**src/rtl/uart_pkg.sv**
```systemverilog
// Shared UART definitions: receiver state encoding and frame/baud constants
// common to uart_rx and uart_tx.
package uart_pkg;

    localparam int DATA_BITS            = 8;
    localparam int DEFAULT_CLKS_PER_BIT = 1302;

    typedef enum logic [1:0] {
        IDLE,
        START,
        DATA,
        STOP
    } rx_state_t;

endpackage

```
**src/rtl/sync2.sv**
```systemverilog
// Two-flop synchroniser for asynchronous level inputs; both stages reset high
// so an idle-high serial line never looks like a start edge out of reset.
module sync2 (
    input  logic clock,
    input  logic reset,
    input  logic d,
    output logic q
);

    logic meta;

    always_ff @(posedge clock) begin
        if (reset) begin
            meta <= 1'b1;
            q    <= 1'b1;
        end else begin
            meta <= d;
            q    <= meta;
        end
    end

endmodule

```
**src/rtl/uart_rx.sv**
```systemverilog
// 8N1 UART receiver: synchronises rxPin, validates the start bit at half-bit,
// samples data at mid-bit and strobes valid or frameErr at the stop bit.
//
//   state | meaning
//   ------+--------------------------------------------------------------
//   IDLE  | line idle, waiting for rx_s low
//   START | timing half a bit to recheck the start bit (glitch filter)
//   DATA  | sampling 8 data bits, LSB first, one per bit period
//   STOP  | sampling the stop bit; high -> valid, low -> frameErr
module uart_rx
    import uart_pkg::*;
#(
    parameter int CLKS_PER_BIT = DEFAULT_CLKS_PER_BIT,
    parameter int HALF_BIT     = CLKS_PER_BIT / 2
) (
    input  logic       clock,
    input  logic       reset,
    input  logic       rxPin,
    output logic [7:0] data,
    output logic       valid,
    output logic       frameErr,
    output logic       busy
);

    localparam int CW = $clog2(CLKS_PER_BIT);
    localparam int BW = $clog2(DATA_BITS);

    localparam logic [CW-1:0] CNT_HALF = CW'(HALF_BIT - 1);
    localparam logic [CW-1:0] CNT_FULL = CW'(CLKS_PER_BIT - 1);
    localparam logic [BW-1:0] LAST_BIT = BW'(DATA_BITS - 1);

    rx_state_t      state, state_nxt;
    logic           rx_s;
    logic [CW-1:0]  cnt;
    logic [BW-1:0]  bit_idx;
    logic [7:0]     shift_reg;

    logic           cnt_clr;
    logic           idx_clr;
    logic           shift_en;
    logic           load_data;
    logic           set_err;

    sync2 u_sync (
        .clock (clock),
        .reset (reset),
        .d     (rxPin),
        .q     (rx_s)
    );

    always_ff @(posedge clock) begin
        if (reset) begin
            state <= IDLE;
        end else begin
            state <= state_nxt;
        end
    end

    // Every transition clears the cycle counter, so each state times from zero.
    always_comb begin
        state_nxt = state;
        cnt_clr   = 1'b0;
        idx_clr   = 1'b0;
        shift_en  = 1'b0;
        load_data = 1'b0;
        set_err   = 1'b0;
        case (state)
            IDLE: begin
                if (!rx_s) begin
                    state_nxt = START;
                    cnt_clr   = 1'b1;
                end
            end
            START: begin
                if (cnt == CNT_HALF) begin
                    cnt_clr = 1'b1;
                    if (!rx_s) begin
                        state_nxt = DATA;
                        idx_clr   = 1'b1;
                    end else begin
                        state_nxt = IDLE;
                    end
                end
            end
            DATA: begin
                if (cnt == CNT_FULL) begin
                    cnt_clr  = 1'b1;
                    shift_en = 1'b1;
                    if (bit_idx == LAST_BIT) begin
                        state_nxt = STOP;
                    end
                end
            end
            STOP: begin
                if (cnt == CNT_FULL) begin
                    cnt_clr   = 1'b1;
                    state_nxt = IDLE;
                    if (rx_s) begin
                        load_data = 1'b1;
                    end else begin
                        set_err = 1'b1;
                    end
                end
            end
            default: begin
                state_nxt = IDLE;
            end
        endcase
    end

    always_ff @(posedge clock) begin
        if (reset) begin
            cnt       <= '0;
            bit_idx   <= '0;
            shift_reg <= '0;
            data      <= '0;
            valid     <= 1'b0;
            frameErr  <= 1'b0;
        end else begin
            if (cnt_clr || state == IDLE) begin
                cnt <= '0;
            end else begin
                cnt <= cnt + CW'(1);
            end

            if (idx_clr) begin
                bit_idx <= '0;
            end else if (shift_en) begin
                bit_idx <= bit_idx + BW'(1);
            end

            // LSB arrives first, so shifting in at the top leaves it in bit 0.
            if (shift_en) begin
                shift_reg <= {rx_s, shift_reg[7:1]};
            end

            if (load_data) begin
                data <= shift_reg;
            end
            valid    <= load_data;
            frameErr <= set_err;
        end
    end

    assign busy = (state != IDLE);

endmodule
```
**config.mk**
```make
export PLATFORM = sky130hd
export DESIGN_NAME = uart_rx
export DESIGN_NICKNAME = d
export VERILOG_FILES = /design/src/rtl/uart_pkg.sv /design/src/rtl/sync2.sv /design/src/rtl/uart_rx.sv
export SDC_FILE = /design/constraint.sdc
export NUM_CORES = 1
export LEC_CHECK = 0
export CORE_UTILIZATION = 55
export CTS_CLUSTER_DIAMETER = 50
export DETAILED_ROUTE_END_ITERATION = 8
export GPL_TIMING_DRIVEN = 0
export PLACE_DENSITY = 0.78
export SLEW_MARGIN = 5
export SYNTH_ARGS = -nofsm -noshare
export SYNTH_HDL_FRONTEND = slang
export SYNTH_SLANG_ARGS = --single-unit
```
**constraint.sdc**
```tcl
create_clock -name clock -period 2 [get_ports clock]
set_input_delay 0.5 -clock clock [delete_from_list [all_inputs] [get_ports clock]]
set_output_delay 0.5 -clock clock [all_outputs]
set_load 0.03 [all_outputs]
```
### After elaboration in Yosys (flattened, before gate mapping)

Cells that the tools add are included.
Widths: inputs -> output; s select.

* register bits: 36
* latch bits: 0
* memory bits (writable): 0
* bits in read-only memories: 0
* input port bits: 3
* output and inout port bits: 11
* word-level logic and storage cells: 49
* memories: 0

* add/subtract/negate cells: 2
* multipliers: 0
* divide/modulo/power cells: 0
* order comparisons: 0
* equality and inequality tests: 11
* shifts and indexed selects: 0
* muxes and demuxes: 17
* bitwise operators: 2
* reductions and logical operators: 8

Operators with widths (count)
* $mux 2: 6
* $add 11x1->11 const B: 1
* $eq 11x10->1 const B: 1
* $eq 11x11->1 const B: 1
* $ne 2x2->1 const B: 5
* $mux 1: 9
* $pmux 2 s4: 1
* $reduce_or 2->1: 3
* $reduce_and 5->1: 1
* $eq 2x2->1 const B: 2
* $add 3x1->3 const B: 1
* $eq 3x3->1 const B: 1
* $pmux 1 s3: 1
* $reduce_or 3->1: 1
* $eq 2x1->1 const B: 1
* $logic_not 2->1: 1
* $not 1->1: 2
* $reduce_bool 2->1: 1
* $logic_or 1x1->1: 1

### Longest topological paths before layout

* depth in word-level cells: 5
* gate-level depth with buffers: 7

### By module

From an unflattened synthesis, not the netlist that was laid out.

* cell total of the unflattened synthesis: 156
* area, all modules: 1556.5 um^2

Modules (own cells, without submodules)
* uart_rx: instances 1, cells each 152, area each 1503.9 um^2, sequential area each 680.7 um^2
* sync2: instances 1, cells each 4, area each 52.6 um^2, sequential area each 40.0 um^2

### Least setup slack after synthesis

OpenSTA, ideal clock, no wires.

* path kind: register -> register
* start: register cnt[0]
* end: register bit_idx[2]
* arrival time: 1.345 ns
* required time: 1.873 ns
* path slack: 0.528 ns
* stages on the path, launching flop included: 7
* buffers on the path: 1
* clock period less this slack: 1.472 ns
* cell sequence: dfxtp_1 > ha_1 > and4b_1 > and4_2 > buf_8 > mux2i_1 > nor3_1

* longest elaborated chain between the ends: 4
* elaborated cells on any way between the ends: 7
* classes of those cells: 2 x eq/ne; 4 x mux; 1 x reduce/logical

Ends and longest elaborated chain
* start: declaration: RTL line uart_rx.sv:34 `logic [CW-1:0] cnt;`
* start signal: assignment: RTL line uart_rx.sv:123 `cnt <= cnt + CW'(1);`
* $eq 11x10->1: RTL line uart_rx.sv:75 `if (cnt == CNT_HALF) begin`
* $mux 1: RTL line uart_rx.sv:75
* $mux 1: RTL line uart_rx.sv:67 `case (state)`
* $reduce_or 2->1 (no source line)
* end signal: assignment: RTL line uart_rx.sv:129 `bit_idx <= bit_idx + BW'(1);`
* end: declaration: RTL line uart_rx.sv:35 `logic [BW-1:0] bit_idx;`

Several ways; a longest one is shown, not always the timed one.
A chain may end at the register's enable or synchronous reset.

==> metrics.md <==
| Metric | Value |
|---|---|
| Area of the die | `2936 sq um` |
| Flip-flop count of the largest register, all copies and words added | `11` |
| Number of nets produced by synthesis | `165` |
| Synth unique cells | `28` |
| Finished layout cell area | `1730 sq um` |
| Drt wl/cell | `12.43 microns` |
| Final-report max-slew violation count | `0` |
| Cell at the slowest stage of the critical path | `sky130_fd_sc_hd__dfxtp_1` |
| Power share of the clock group | `0.400` |
| Tmin final | `1904 ps` |
| Clock Tree Root | `sky130_fd_sc_hd__clkbuf_4` |
| Total number of nets in the final design | `184` |
| Largest area contributor in the netlist | `sky130_fd_sc_hd__dfxtp_1` |
| Result of the run | `completed` |
| Placeable core region | `2522 sq um` |
| H-tree lvl count | `2` |
| Placed cell areas | `1655 sq um` |
| Initial cell density of the core | `0.5937` |
| First-pass GRT wire length | `4250 microns` |
| Net switching power of the design | `262.0 uW` |
| Starting DRT DRC Count | `12` |
| Final clock skew | `12.81 ps` |
| DRC errors left | `0` |
| Antenna violations before repair | `0` |
| Number of placement rows | `18` |
| # hold bufs at CTS | `0` |
| Power share of the sequential group | `0.577` |
| Clock sink count | `36` |
| Final antenna diode count | `0` |
| Worst setup EP type | `primary output` |
| Worst-path cell chain | `or2_2 > dlygate4sd2_1` |
| Filler Cells Inserted | `208` |
| Path category of the worst min-delay check | `flop to flop` |
| Aggregate routed wire length | `2573 microns` |
| Area overhead of the layout relative to synthesis | `15.54%` |
| Transition at the pin with the smallest max-transition slack | `403.1 ps` |
| Count of input and output buffers | `12` |
| Largest delay share family, worst path | `flip-flops` |
| Vias/cell | `5.357` |
| Worst path required time | `1500 ps` |
| Chip Height | `54.19 microns` |
| Slew Limit Headroom | `0.7313` |
| TNS Setup | `0 ps` |
| Skew-Pair Late Insertion Delay | `350 ps` |
| Weighted congestion reported at the end of routability-driven placement | `0.7570` |
| Crit Path Max Fanout | `7` |
| Largest cells by area after synthesis | `sky130_fd_sc_hd__dfxtp_1 (48%), sky130_fd_sc_hd__mux2i_1 (12%), sky130_fd_sc_hd__nor2_1 (6.3%)` |
| Post-synthesis cell count | `157` |
| Final clock period utilization by the worst path | `0.9520` |
| Cell-internal power | `991.9 uW` |
| Maximum number of pins on one net before global-route repair | `12` |
| Post-synth top flop | `sky130_fd_sc_hd__dfxtp_1` |
| WHS | `433.8 ps` |
| Post-synthesis sequential element count | `36` |
| Count of nets left with antenna violations after detail routing | `0` |
| Vias in the first global route | `987` |
| Finish-stage setup viols | `0` |
| Number of warnings printed during yosys synthesis | `0` |
| Longest Clk Path Bufs | `2` |
| Largest vdd supply drop | `842.0 uV` |
| PwrDens | `724.6 nW/um^2` |
| Post-Syn Area per Cell | `9.539 sq um` |
| Detailed-routing iteration count for the pre-antenna-repair pass | `4` |
| Worst Path Class, Setup | `flop to primary output` |
| Data arrival, critical path | `1400 ps` |
| Total grt overflow | `0` |
| Total leakage power | `0.5884 nW` |
| Synth top area share | `0.4812` |
| Post-synth EDFFs | `0` |
| Ys async rst share | `0` |
| Switching share of power | `0.2089` |
| Via count | `1109` |
| Area of the mapped netlist | `1498 sq um` |
| Sort of element at the start of the critical path | `flop` |
| Upper clock frequency limit | `0.5252 GHz` |
| Power share of the combinational group | `0.023` |
| Final hold violation count | `0` |
| Sequential share of the synthesized area | `0.4812` |
| TritonCTS buffer count | `5` |
| Detail Placement HPWL | `1909 microns` |
| Clock-pin transition on the worst setup and hold timing paths | `100 ps` |
| Die span in x | `54.19 microns` |
| TritonCTS clock tree | `yes` |
| Buffers and inverters on the worst path | `1` |
| Largest stage delay on the critical path | `380 ps` |
| Share of cells above drive strength 1 | `0.1017` |
| Maximum capacitance violations | `0` |
| I/O Pins | `14` |
| Setup repair after global routing missed its margin | `false` |
| Overall global routing resource usage | `0.2106` |
[final timing paths]
| path | startpoint | endpoint | slack (ps) | cells past startpoint |
|---|---|---|---|---|
| worst max register to register | cnt[0] | data[6] | 260 | 5 |
| worst max-delay path | flop | busy | 100 | 2 |
| worst min register to register | u_sync.meta | u_sync.q | 430 | 1 |
| worst min-delay path | u_sync.meta | u_sync.q | 430 | 1 |
[layout make-up]
type / count / area [sq um] / area share
buffer: 6 / 38.79 / 0.02242
clock buffer: 6 / 41.29 / 0.02386
clock inverter: 2 / 35.03 / 0.02025
inverter: 5 / 18.77 / 0.01085
multi-input combinational: 110 / 719.4 / 0.4158
sequential: 36 / 720.7 / 0.4165
tap: 30 / 37.54 / 0.02169
timing repair buffer: 12 / 118.9 / 0.06869
[power groups by stage]
stage | Clock, mW | Sequential (mW) | Combinational, mW
final | 0.502 | 0.724 | 0.0285
after detailed placement | 0 | 0.740 | 0.0296
after CTS | 0.517 | 0.724 | 0.0290
after global placement | 0 | 0.740 | 0.0286
after global routing | 0.543 | 0.725 | 0.0325
after floorplan | 0 | 0.739 | 0.0206
[Yosys cell counts (2+ instances only)]
library cell,n
sky130_fd_sc_hd__and4b_1,2
sky130_fd_sc_hd__clkbuf_1,3
sky130_fd_sc_hd__dfxtp_1,36
sky130_fd_sc_hd__ha_1,5
sky130_fd_sc_hd__inv_1,4
sky130_fd_sc_hd__mux2i_1,18
sky130_fd_sc_hd__nand2_1,18
sky130_fd_sc_hd__nand3_1,5
sky130_fd_sc_hd__nand4_1,5
sky130_fd_sc_hd__nor2_1,25
sky130_fd_sc_hd__nor3_1,9
sky130_fd_sc_hd__or2_2,3
sky130_fd_sc_hd__xnor2_1,7
sky130_fd_sc_hd__xor2_1,3
[repair_timing]
action,CTS,global route
setup endpoints to repair,1,0
resized for setup,1,0
setup buffers,0,0
[cell families (layout without fill, tap and decap cells)]
kind of cell               Yosys count  count (layout)  share of synthesized area
xor gates and xnor gates            10              10                    0.05848
adders and majority gates            5               5                    0.04177
muxes                               18              18                     0.1203
buffers and inverters               11              31                    0.03842
AOI/OAI and AO/OA                    3               3                    0.01504
DFF                                 36              36                     0.4812
and+or+nand+nor                     74              74                     0.2448
[placed cells by master, fill, tap and decap left out]
cell                              synthesis  final
sky130_fd_sc_hd__mux2i_1                 18     18
sky130_fd_sc_hd__clkbuf_4                 0      5
sky130_fd_sc_hd__and4b_1                  2      2
sky130_fd_sc_hd__ha_1                     5      5
sky130_fd_sc_hd__nor2_4                   1      1
sky130_fd_sc_hd__clkbuf_1                 3      4
sky130_fd_sc_hd__buf_2                    1      1
sky130_fd_sc_hd__nor3b_1                  1      1
sky130_fd_sc_hd__nor3_1                   9      9
sky130_fd_sc_hd__and4_2                   1      1
sky130_fd_sc_hd__buf_8                    1      1
sky130_fd_sc_hd__or2_2                    3      3
sky130_fd_sc_hd__dfxtp_1                 36     36
sky130_fd_sc_hd__nand3_1                  5      5
sky130_fd_sc_hd__buf_4                    1      1
sky130_fd_sc_hd__xor2_1                   3      3
sky130_fd_sc_hd__nor2_1                  25     25
sky130_fd_sc_hd__nand4_1                  5      5
sky130_fd_sc_hd__dlygate4sd2_1            0      1
sky130_fd_sc_hd__and4bb_2                 1      1
sky130_fd_sc_hd__a31o_2                   1      1
sky130_fd_sc_hd__inv_1                    4      4
sky130_fd_sc_hd__nand2_1                 18     18
sky130_fd_sc_hd__clkinv_1                 1      1
sky130_fd_sc_hd__nor4bb_1                 1      1
sky130_fd_sc_hd__bufinv_16                0      1
sky130_fd_sc_hd__xnor2_1                  7      7
sky130_fd_sc_hd__clkdlybuf4s50_1          0     11
sky130_fd_sc_hd__and3_1                   1      1
sky130_fd_sc_hd__o21a_1                   1      1
sky130_fd_sc_hd__and3_2                   1      1
sky130_fd_sc_hd__clkinv_2                 0      1
sky130_fd_sc_hd__o22ai_1                  1      1
[routing by layer]
metal / vias up / routed length (microns) / track usage
met4: 0 / 50 / 0.08974
met5: - / 0 / 0
li1: 567 / - / -
met3: 7 / 97 / 0.08475
met1: 521 / 1064 / 0.2238
met2: 14 / 1361 / 0.3638
[per-stage QoR]
stage / total power, mW / utilization / worst slack (ps) / std cells
6_report: 1.254 / 0.6860 / 96.02 / 207
5_1_grt: 1.300 / 0.6860 / 16.56 / 207
4_1_cts: 1.269 / 0.6860 / 82.94 / 207
3_5_place_dp: 0.7698 / 0.6563 / 240.9 / 199
3_3_place_gp: 0.7686 / 0.6563 / 243.1 / 199
2_1_floorplan: 0.7597 / - / 527.7 / 157
No activity file was read; power rests on OpenSTA's default activity.
